`src/rtl/alu_share_ctrl_pkg.sv`:
```
// alu_share_ctrl_pkg: opcodes, ALU op codes and FSM state encoding shared by the ALU sharing controller
package alu_share_ctrl_pkg;
   localparam int DATA_W = 8;
   localparam logic [1:0] OP_ADD = 2'b00;
   localparam logic [1:0] OP_SLL = 2'b01;
   localparam logic [1:0] OP_MUL = 2'b10;
   localparam logic [1:0] OP_RSV = 2'b11;
   localparam logic ALU_ADD = 1'b0;
   localparam logic ALU_SLL = 1'b1;
   typedef enum logic [1:0] {S_IDLE, S_EXEC, S_MUL, S_RESP} state_t;
endpackage

```
`src/rtl/alu_share_ctrl_if.sv`:
```
// alu_share_ctrl_if: two request channels and the tagged response channel of the ALU sharing controller
interface alu_share_ctrl_if;
   import alu_share_ctrl_pkg::*;
   logic              req0_valid;
   logic              req0_ready;
   logic [1:0]        req0_op;
   logic [DATA_W-1:0] req0_a;
   logic [DATA_W-1:0] req0_b;
   logic              req1_valid;
   logic              req1_ready;
   logic [1:0]        req1_op;
   logic [DATA_W-1:0] req1_a;
   logic [DATA_W-1:0] req1_b;
   logic              rsp_valid;
   logic              rsp_ready;
   logic              rsp_id;
   logic [2*DATA_W-1:0] rsp_data;
   modport master (
      output req0_valid, req0_op, req0_a, req0_b,
      output req1_valid, req1_op, req1_a, req1_b,
      output rsp_ready,
      input  req0_ready, req1_ready, rsp_valid, rsp_id, rsp_data
   );
   modport slave (
      input  req0_valid, req0_op, req0_a, req0_b,
      input  req1_valid, req1_op, req1_a, req1_b,
      input  rsp_ready,
      output req0_ready, req1_ready, rsp_valid, rsp_id, rsp_data
   );
endinterface

```
`src/rtl/alu_share_ctrl_rr_arb2.sv`:
```
// rr_arb2: two-way round-robin arbiter; pointer favours the requester not granted last, req0 after reset
module rr_arb2 (
   input  logic       clk,
   input  logic       rst,
   input  logic [1:0] valid,
   input  logic       advance,
   output logic [1:0] grant
);
   logic ptr_q, ptr_d;
   // a lone valid wins outright; on a tie the pointer decides, and an accepted grant hands priority to the other side
   always_comb begin
      grant[0] = valid[0] & (~valid[1] | ~ptr_q);
      grant[1] = valid[1] & (~valid[0] | ptr_q);
      ptr_d = advance ? grant[0] : ptr_q;
   end
   // pointer register
   always_ff @(posedge clk) begin
      ptr_q <= rst ? 1'b0 : ptr_d;
   end
endmodule

```
`src/rtl/alu_share_ctrl.sv`:
```
// alu_share_ctrl: arbitrates two requesters onto one 8-bit ALU, runs ADD/SLL in one pass and MUL as 8 shift-add passes
module alu_share_ctrl
   import alu_share_ctrl_pkg::*;
#(
   parameter int MUL_EN = 1
) (
   input  logic              clk,
   input  logic              rst,
   alu_share_ctrl_if.slave   bus,
   output logic              busy,
   output logic [DATA_W-1:0] alu_a,
   output logic [DATA_W-1:0] alu_b,
   output logic              alu_op,
   input  logic [DATA_W-1:0] alu_out,
   input  logic              alu_cout
);
   localparam bit MUL_ON = (MUL_EN != 0);
   state_t              state_q, state_d;
   logic [1:0]          op_q, op_d;
   logic [DATA_W-1:0]   a_q, a_d, b_q, b_d, hi_q, hi_d, lo_q, lo_d;
   logic                id_q, id_d;
   logic [2:0]          cnt_q, cnt_d;
   logic [2*DATA_W-1:0] data_q, data_d;
   logic [1:0]          grant;
   logic                rsv, mul_c;
   logic [DATA_W-1:0]   mul_hi;
   rr_arb2 u_arb (
      .clk     (clk),
      .rst     (rst),
      .valid   ({bus.req1_valid, bus.req0_valid} & {2{state_q == S_IDLE && !rst}}),
      .advance (|grant),
      .grant   (grant)
   );
   assign bus.req0_ready = grant[0];
   assign bus.req1_ready = grant[1];
   assign bus.rsp_valid  = state_q == S_RESP;
   assign bus.rsp_id     = id_q;
   assign bus.rsp_data   = data_q;
   assign busy           = state_q != S_IDLE;
   assign rsv            = op_q == OP_RSV || (op_q == OP_MUL && !MUL_ON);
   // next state, operand capture, multiply iteration and ALU drive
   always_comb begin
      state_d = state_q;
      op_d    = op_q;
      a_d     = a_q;
      b_d     = b_q;
      id_d    = id_q;
      hi_d    = hi_q;
      lo_d    = lo_q;
      cnt_d   = cnt_q;
      data_d  = data_q;
      alu_a   = '0;
      alu_b   = '0;
      alu_op  = ALU_ADD;
      mul_c   = 1'b0;
      mul_hi  = '0;
      case (state_q)
         S_IDLE: if (|grant) begin
            op_d    = grant[1] ? bus.req1_op : bus.req0_op;
            a_d     = grant[1] ? bus.req1_a : bus.req0_a;
            b_d     = grant[1] ? bus.req1_b : bus.req0_b;
            id_d    = grant[1];
            hi_d    = '0;
            lo_d    = b_d;
            cnt_d   = '0;
            state_d = (op_d == OP_MUL && MUL_ON) ? S_MUL : S_EXEC;
         end
         S_EXEC: begin
            alu_a   = rsv ? '0 : a_q;
            alu_b   = rsv ? '0 : b_q;
            alu_op  = rsv ? ALU_ADD : op_q[0];
            data_d  = rsv ? '0 : {7'b0, alu_cout, alu_out};
            state_d = S_RESP;
         end
         S_MUL: begin
            alu_a   = hi_q;
            alu_b   = a_q;
            {mul_c, mul_hi} = lo_q[0] ? {alu_cout, alu_out} : {1'b0, hi_q};
            {hi_d, lo_d}    = {mul_c, mul_hi, lo_q[DATA_W-1:1]};
            cnt_d   = cnt_q + 3'd1;
            data_d  = (cnt_q == 3'd7) ? {hi_d, lo_d} : data_q;
            state_d = (cnt_q == 3'd7) ? S_RESP : S_MUL;
         end
         S_RESP: state_d = bus.rsp_ready ? S_IDLE : S_RESP;
         default: state_d = S_IDLE;
      endcase
   end
   // state and datapath registers; reset aborts any transaction in flight
   always_ff @(posedge clk) begin
      if (rst) begin
         state_q <= S_IDLE;
         op_q    <= OP_ADD;
         a_q     <= '0;
         b_q     <= '0;
         id_q    <= 1'b0;
         hi_q    <= '0;
         lo_q    <= '0;
         cnt_q   <= '0;
         data_q  <= '0;
      end else begin
         state_q <= state_d;
         op_q    <= op_d;
         a_q     <= a_d;
         b_q     <= b_d;
         id_q    <= id_d;
         hi_q    <= hi_d;
         lo_q    <= lo_d;
         cnt_q   <= cnt_d;
         data_q  <= data_d;
      end
   end
endmodule

```
`src/flat_wrapper.sv`:
```
// flat-port wrapper written by rule: the top's interface ports become plain ports
module alu_share_ctrl_flat import alu_share_ctrl_pkg::*;
#(
   parameter int MUL_EN = 1
)
  (clk, rst, busy, alu_a, alu_b, alu_op, alu_out, alu_cout, bus_req0_valid, bus_req0_op, bus_req0_a, bus_req0_b, bus_req1_valid, bus_req1_op, bus_req1_a, bus_req1_b, bus_rsp_ready, bus_req0_ready, bus_req1_ready, bus_rsp_valid, bus_rsp_id, bus_rsp_data);
  alu_share_ctrl_if bus_i ();
  input  logic clk;
  input  logic rst;
  output logic busy;
  output logic [DATA_W-1:0] alu_a;
  output logic [DATA_W-1:0] alu_b;
  output logic alu_op;
  input  logic [DATA_W-1:0] alu_out;
  input  logic alu_cout;
  input wire logic [$bits(bus_i.req0_valid)-1:0] bus_req0_valid;
  input wire logic [$bits(bus_i.req0_op)-1:0] bus_req0_op;
  input wire logic [$bits(bus_i.req0_a)-1:0] bus_req0_a;
  input wire logic [$bits(bus_i.req0_b)-1:0] bus_req0_b;
  input wire logic [$bits(bus_i.req1_valid)-1:0] bus_req1_valid;
  input wire logic [$bits(bus_i.req1_op)-1:0] bus_req1_op;
  input wire logic [$bits(bus_i.req1_a)-1:0] bus_req1_a;
  input wire logic [$bits(bus_i.req1_b)-1:0] bus_req1_b;
  input wire logic [$bits(bus_i.rsp_ready)-1:0] bus_rsp_ready;
  output wire logic [$bits(bus_i.req0_ready)-1:0] bus_req0_ready;
  output wire logic [$bits(bus_i.req1_ready)-1:0] bus_req1_ready;
  output wire logic [$bits(bus_i.rsp_valid)-1:0] bus_rsp_valid;
  output wire logic [$bits(bus_i.rsp_id)-1:0] bus_rsp_id;
  output wire logic [$bits(bus_i.rsp_data)-1:0] bus_rsp_data;
  assign bus_i.req0_valid = bus_req0_valid;
  assign bus_i.req0_op = bus_req0_op;
  assign bus_i.req0_a = bus_req0_a;
  assign bus_i.req0_b = bus_req0_b;
  assign bus_i.req1_valid = bus_req1_valid;
  assign bus_i.req1_op = bus_req1_op;
  assign bus_i.req1_a = bus_req1_a;
  assign bus_i.req1_b = bus_req1_b;
  assign bus_i.rsp_ready = bus_rsp_ready;
  assign bus_req0_ready = bus_i.req0_ready;
  assign bus_req1_ready = bus_i.req1_ready;
  assign bus_rsp_valid = bus_i.rsp_valid;
  assign bus_rsp_id = bus_i.rsp_id;
  assign bus_rsp_data = bus_i.rsp_data;
  alu_share_ctrl #(.MUL_EN(MUL_EN)) u_core (.clk(clk), .rst(rst), .bus(bus_i), .busy(busy), .alu_a(alu_a), .alu_b(alu_b), .alu_op(alu_op), .alu_out(alu_out), .alu_cout(alu_cout));
endmodule
```
`config.mk`:
```
export PLATFORM = sky130hd
export DESIGN_NAME = alu_share_ctrl_flat
export DESIGN_NICKNAME = d
export VERILOG_FILES = /design/src/rtl/alu_share_ctrl_pkg.sv /design/src/rtl/alu_share_ctrl_if.sv /design/src/rtl/alu_share_ctrl_rr_arb2.sv /design/src/rtl/alu_share_ctrl.sv /design/src/flat_wrapper.sv
export SDC_FILE = /design/constraint.sdc
export NUM_CORES = 1
export LEC_CHECK = 0
export CAP_MARGIN = 20
export CORE_ASPECT_RATIO = 0.7
export CORE_MARGIN = 2
export CORE_UTILIZATION = 51
export CTS_CLUSTER_SIZE = 12
export DETAILED_ROUTE_END_ITERATION = 10
export GPL_TIMING_DRIVEN = 0
export PLACE_DENSITY = 0.93
export SETUP_SLACK_MARGIN = 0.1
export SLEW_MARGIN = 0
export SYNTH_ARGS = -nofsm -noshare
export SYNTH_HDL_FRONTEND = slang
export SYNTH_SLANG_ARGS = --single-unit
```
`constraint.sdc`:
```
create_clock -name clk -period 3.3 [get_ports clk]
set_input_delay 0.66 -clock clk [delete_from_list [all_inputs] [get_ports clk]]
set_output_delay 0.66 -clock clk [all_outputs]
set_load 0.1 [all_outputs]
```
=== Word-level counts from Yosys, hierarchy flattened ===
Cells that the tools add are included.

* Bits in registers: 57
* Bits of input ports: 50
* Output and inout bits: 38
* Word-level logic and storage cells: 61

* $add $sub $neg: 1
* Equal/unequal tests: 8
* Muxes and demuxes: 24
* Bitwise logic cells: 8
* Reduce and logical (&&, ||, !) cells: 10

{| class="wikitable"
|+ Operator list
! operator !! count
|-
| one-hot mux 8 bit (2 select lines) || 4
|-
| 2-to-1 mux 8 bit || 6
|-
| one-hot mux 16 bit (2 select lines) || 1
|-
| 2-to-1 mux 9 bit || 2
|-
| 2-to-1 mux 16 bit || 1
|-
| equality test 2 bit, second input constant || 4
|-
| 2-to-1 mux 2 bit || 4
|-
| one-hot mux 2 bit (4 select lines) || 1
|-
| one-hot mux 3 bit (2 select lines) || 1
|-
| AND reduction 2 bit || 3
|-
| nonzero test 2 bit || 3
|-
| adder 3 x 1 -> 3 bit, second input constant || 1
|-
| equality test 3 bit, second input constant || 1
|-
| 2-to-1 mux 1 bit || 3
|-
| 2-to-1 mux 3 bit || 1
|-
| inverter 1 bit || 3
|-
| AND 1 bit || 2
|-
| AND 2 bit || 1
|-
| equality test 2 x 1 -> 1 bit, second input constant || 1
|-
| logical NOT 2 bit || 1
|-
| != test 2 x 1 -> 1 bit, second input constant || 1
|-
| != test 2 bit, second input constant || 1
|-
| bitwise OR 1 bit || 2
|-
| OR reduction 2 bit || 1
|-
| 2 further kinds || 2
|}

=== Logic depth before layout (Yosys ltp) ===
* Word-level depth: 11
* Mapped depth: 9
* Gate-level depth less buffers: 7

=== Modules after synthesis ===
A second synthesis with hierarchy kept.

* Cell total of the unflattened synthesis: 341
* Area, all modules: 2910.3 um^2

{| class="wikitable"
|+ By module, submodules not included
! module !! instances !! cells each !! area each (um^2) !! sequential area each (um^2)
|-
| alu_share_ctrl || 1 || 334 || 2842.7 || 1121.1
|-
| rr_arb2 || 1 || 7 || 67.6 || 20.0
|}

=== Least setup slack after synthesis ===
Ideal clock, no wire load.

* Path kind: reg-to-output
* Start: register u_core.state_q[1]
* End: output port alu_op
* Arrival time: 2.864 ns
* Required time: 2.640 ns
* Slack: -0.224 ns
* Cell stages (with the launch flop): 5
* Buffers on the path: 0
* Path through: dfxtp_1 -> inv_1 -> ha_1 -> inv_1 -> nor3b_1

* Cells in the longest elaborated chain, start to end: 2

{| class="wikitable"
|+ RTL lines
! what !! line !! text
|-
| from (decl) || alu_share_ctrl.sv:18 || <nowiki>state_t state_q, state_d;</nowiki>
|-
| from (signal assigned) || alu_share_ctrl.sv:101 || <nowiki>state_q <= state_d;</nowiki>
|-
| equality test 2 x 1 -> 1 bit || alu_share_ctrl.sv:57 || <nowiki>case (state_q)</nowiki>
|-
| 2-to-1 mux 1 bit || alu_share_ctrl.sv:57 ||
|-
| to (decl) || flat_wrapper.sv:13 || <nowiki>output logic alu_op;</nowiki>
|}

Every way passes these cells.

=== Worst setup path in the final report ===
* Start: register u_core.state_q[1]
* End: output port alu_b[2]

* Cells in the longest elaborated chain, start to end: 2
* Elaborated cells on any way between the ends: 3
* Classes of those cells: eq/ne (2); mux (1)

{| class="wikitable"
|+ RTL lines
! what !! line !! text
|-
| equality test 2 bit or equality test 2 x 1 -> 1 bit (tied branches) || alu_share_ctrl.sv:57 ||
|-
| one-hot mux 8 bit (2 select lines) * || alu_share_ctrl.sv:57 ||
|-
| to (decl) || flat_wrapper.sv:12 || <nowiki>output logic [DATA_W-1:0] alu_b;</nowiki>
|}

Mark *: on every way between the ends. The rest lies on a longest branch, timed or not.

==> results by group <==
Placed design
  – Port Buffers: 87
  – Placed cell area: 3980 µm²
  – Placer Congestion: 0.917
  – Setup WS pre-CTS: -379 ps
  – DP Wirelength: 6940 µm

Setup path
  – Worst-path cell chain: inv_1 > ha_1 > inv_1 > a21oi_2 > buf_2 > a22oi_1 > nor2b_2 > buf_2
  – CP Launch Type: register
  – CP max stage cell: buf_2
  – Worst Path Arrival: 2450 ps
  – Critical setup path kind: reg -> out
  – Data required, critical path: 2640 ps
  – Worst-path fanout max: 10
  – R2r setup slk: 1140 ps
  – Worst Setup End Kind: output port
  – Worst stage delay on the critical path: 430 ps

Drt
  – Routed Antenna Nets: 0
  – Via count: 3225
  – Drt wl/cell: 18.3 µm
  – Detailed-router iteration count before antenna repair: 5
  – # DRC: 0
  – WL final: 9510 µm
  – Vias per Instance: 6.20
  – Iter 0 DRT Violations: 409

STA
  – RSZ-0062 raised after global routing: true
  – Max Slew Vio Count: 0
  – Final Cycle Share: 0.942
  – Final Skew: 6.94 ps
  – Setup-failing EPs final: 0
  – Max_slew headroom: 0.338
  – Final Critical Period: 3110 ps
  – Tightest Pin Transition: 990 ps
  – Fmax: 322 MHz
  – Setup ws final: 192 ps
  – Hold_ws: 455 ps
  – Hold Fails Final Rpt: 0

Layout
  – Layout cells sized above 1: 0.178
  – Filler Cells Inserted: 401
  – Antenna cell count: 0
  – Area Growth Syn to Fin: 38.1%
  – Total Nets Final: 497
  – Finished Core Util: 0.726
  – Design Area, Final: 4120 µm²

Global route
  – Initial antenna violation count: 0
  – Grt total ovfl: 0
  – Vias in the first global route: 3020
  – First-pass GRT wire length: 14700 µm
  – All-Layer GR Usage: 0.302
  – Largest net degree at the start of global routing: 11

Power and ir drop
  – P per Cell Area: 890 nW/µm²
  – P_leak: 1.53 nW
  – VDD IR max: 0.727 mV

Clock network
  – H-tree depth: 3
  – Worst-skew pair later-pin latency: 350 ps
  – Hold buffers post-CTS: 0
  – CTS tree: built
  – Num CTS Buffers: 9
  – # clock sinks: 57
  – Clk slew on worst S/H paths: 60 ps
  – CTS Buffer Depth: 2
  – Root Driver: clkbuf_8
  – # Post-CTS Setup Buffers: 0
  – Cts repair resizes: 52

Floorplan
  – IO Count: 88
  – Die height: 68.0 µm
  – Die width: 95.4 µm
  – CORE AREA: 5670 µm²
  – Initial core utilization: 0.526
  – Die footprint: 6480 µm²
  – Site row count: 23

Logic synthesis
  – Yosys warns: 0
  – Post-Synthesis Cells: 342
  – Distinct cells, synth: 44
  – Syn_nets: 399
  – #FFs+latches synth: 57
  – Synth Cell Area: 2980 µm²
  – Synth Area per Inst: 8.71 µm²
  – Seq/Total Area, Yosys: 0.383

Outcome
  – Status: finished, final reports clean

Hold path
  – Hold Crit Class: reg -> reg

Job
  – Max-Cap Viols: 0
==> placed cells by master (no fill, tap or decap), types with 13 or more instances in the layout <==
master / instances
nor2_1: 28
or3_1: 14
a22oi_1: 16
clkbuf_1: 15
a21oi_1: 21
dfxtp_1: 57
nand2_1: 33
mux2i_1: 16
o21ai_0: 13
clkdlybuf4s50_1: 68
==> sequential cells by signal, summed over array words and instances, names as in the netlist <==
signal               flops
u_core.bus.rsp_data     16
u_core.a_q               8
u_core.b_q               8
u_core.hi_q              8
u_core.lo_q              8
u_core.cnt_q             3
u_core.op_q              2
u_core.state_q           2
u_core.bus.rsp_id        1
u_core.u_arb.ptr_q       1
==> layout make-up <==
type,count,area (µm²),share of cell area
plain buffers,28,154,0.0374
clock inverters,3,40.0,0.00973
repair buffers,87,818,0.199
flip-flops and latches,57,1140,0.277
inverters,10,40.0,0.00973
clock buffers,13,149,0.0362
well taps,75,93.8,0.0228
multi-input cells,247,1680,0.408
==> kinds of logic after synthesis <==
logic type / Yosys count / synth area share
AND/OR/NAND/NOR: 122 / 0.205
flip-flops: 57 / 0.383
buffers and inverters: 38 / 0.0651
adder cells (fa/ha/maj): 7 / 0.0294
AO/OA/AOI/OAI: 100 / 0.256
multiplexers: 18 / 0.0613
==> layer usage <==
metal / wire length [µm] / global-route usage
met1: 3890 / 0.390
met2: 4260 / 0.468
met3: 1090 / 0.0947
met4: 264 / 0.134
met5: 0 / 0
==> cells in the mapped netlist, drive strengths merged <==
cell    number  share of area
o221ai       7          0.021
o32ai        1         0.0029
and2         2         0.0042
a22oi       16          0.040
buf         15          0.035
nor2b       18          0.040
a21oi       24          0.043
o311a        1         0.0034
a221oi       9          0.026
clkbuf      13          0.017
o21ai       15          0.025
o22ai        1         0.0021
inv         10          0.013
a211oi      11          0.029
o211ai       2         0.0050
nor2        28          0.035
nor3         7          0.012
nand2b       1         0.0021
dfxtp       57           0.38
nand3        5          0.010
a21boi       1         0.0038
a311oi       9          0.043
o41ai        1         0.0055
ha           7          0.029
or2          1         0.0029
mux2i       16          0.054
or3         14          0.029
a21o         1         0.0025
nand2       33          0.042
a211o        1         0.0029
mux2         2         0.0076
nand4       12          0.025
nor3b        1         0.0025
==> report_power, final <==
part	total (mW)	switching, mW	internal (mW)
combinational	2.02	1.40	0.616
clock	0.641	0.274	0.367
sequential	1.00	0.141	0.862
==> per-stage QoR <==
step	setup TNS (ps)	total power, mW	std cells
after detailed placement	-3260	2.99	504
final	0	3.66	520
after global routing	0	3.84	520
after global placement	-2090	2.93	504
after floorplan	0	2.48	342
after CTS	0	3.63	520
==> path summary, 6_finish.rpt <==
check                           cells after the start                       to                     from
worst min register to register                      2  u_core.bus.rsp_data[12]  u_core.bus.rsp_data[12]
worst min-delay path                                2  u_core.bus.rsp_data[12]  u_core.bus.rsp_data[12]
worst max register to register                      7           u_core.lo_q[0]        u_core.state_q[0]
worst max-delay path                                8                 alu_b[2]        u_core.state_q[1]
==> critical path, delay by kind of cell, from the launching register on <==
family / cells / cell delay, ps
AOI/OAI and AO/OA: 2 / 420
adders and majority gates: 1 / 260
buffers and inverters: 4 / 940
DFF: 1 / 340
and+or+nand+nor: 1 / 140
Power figures use the tool's default switching activity.
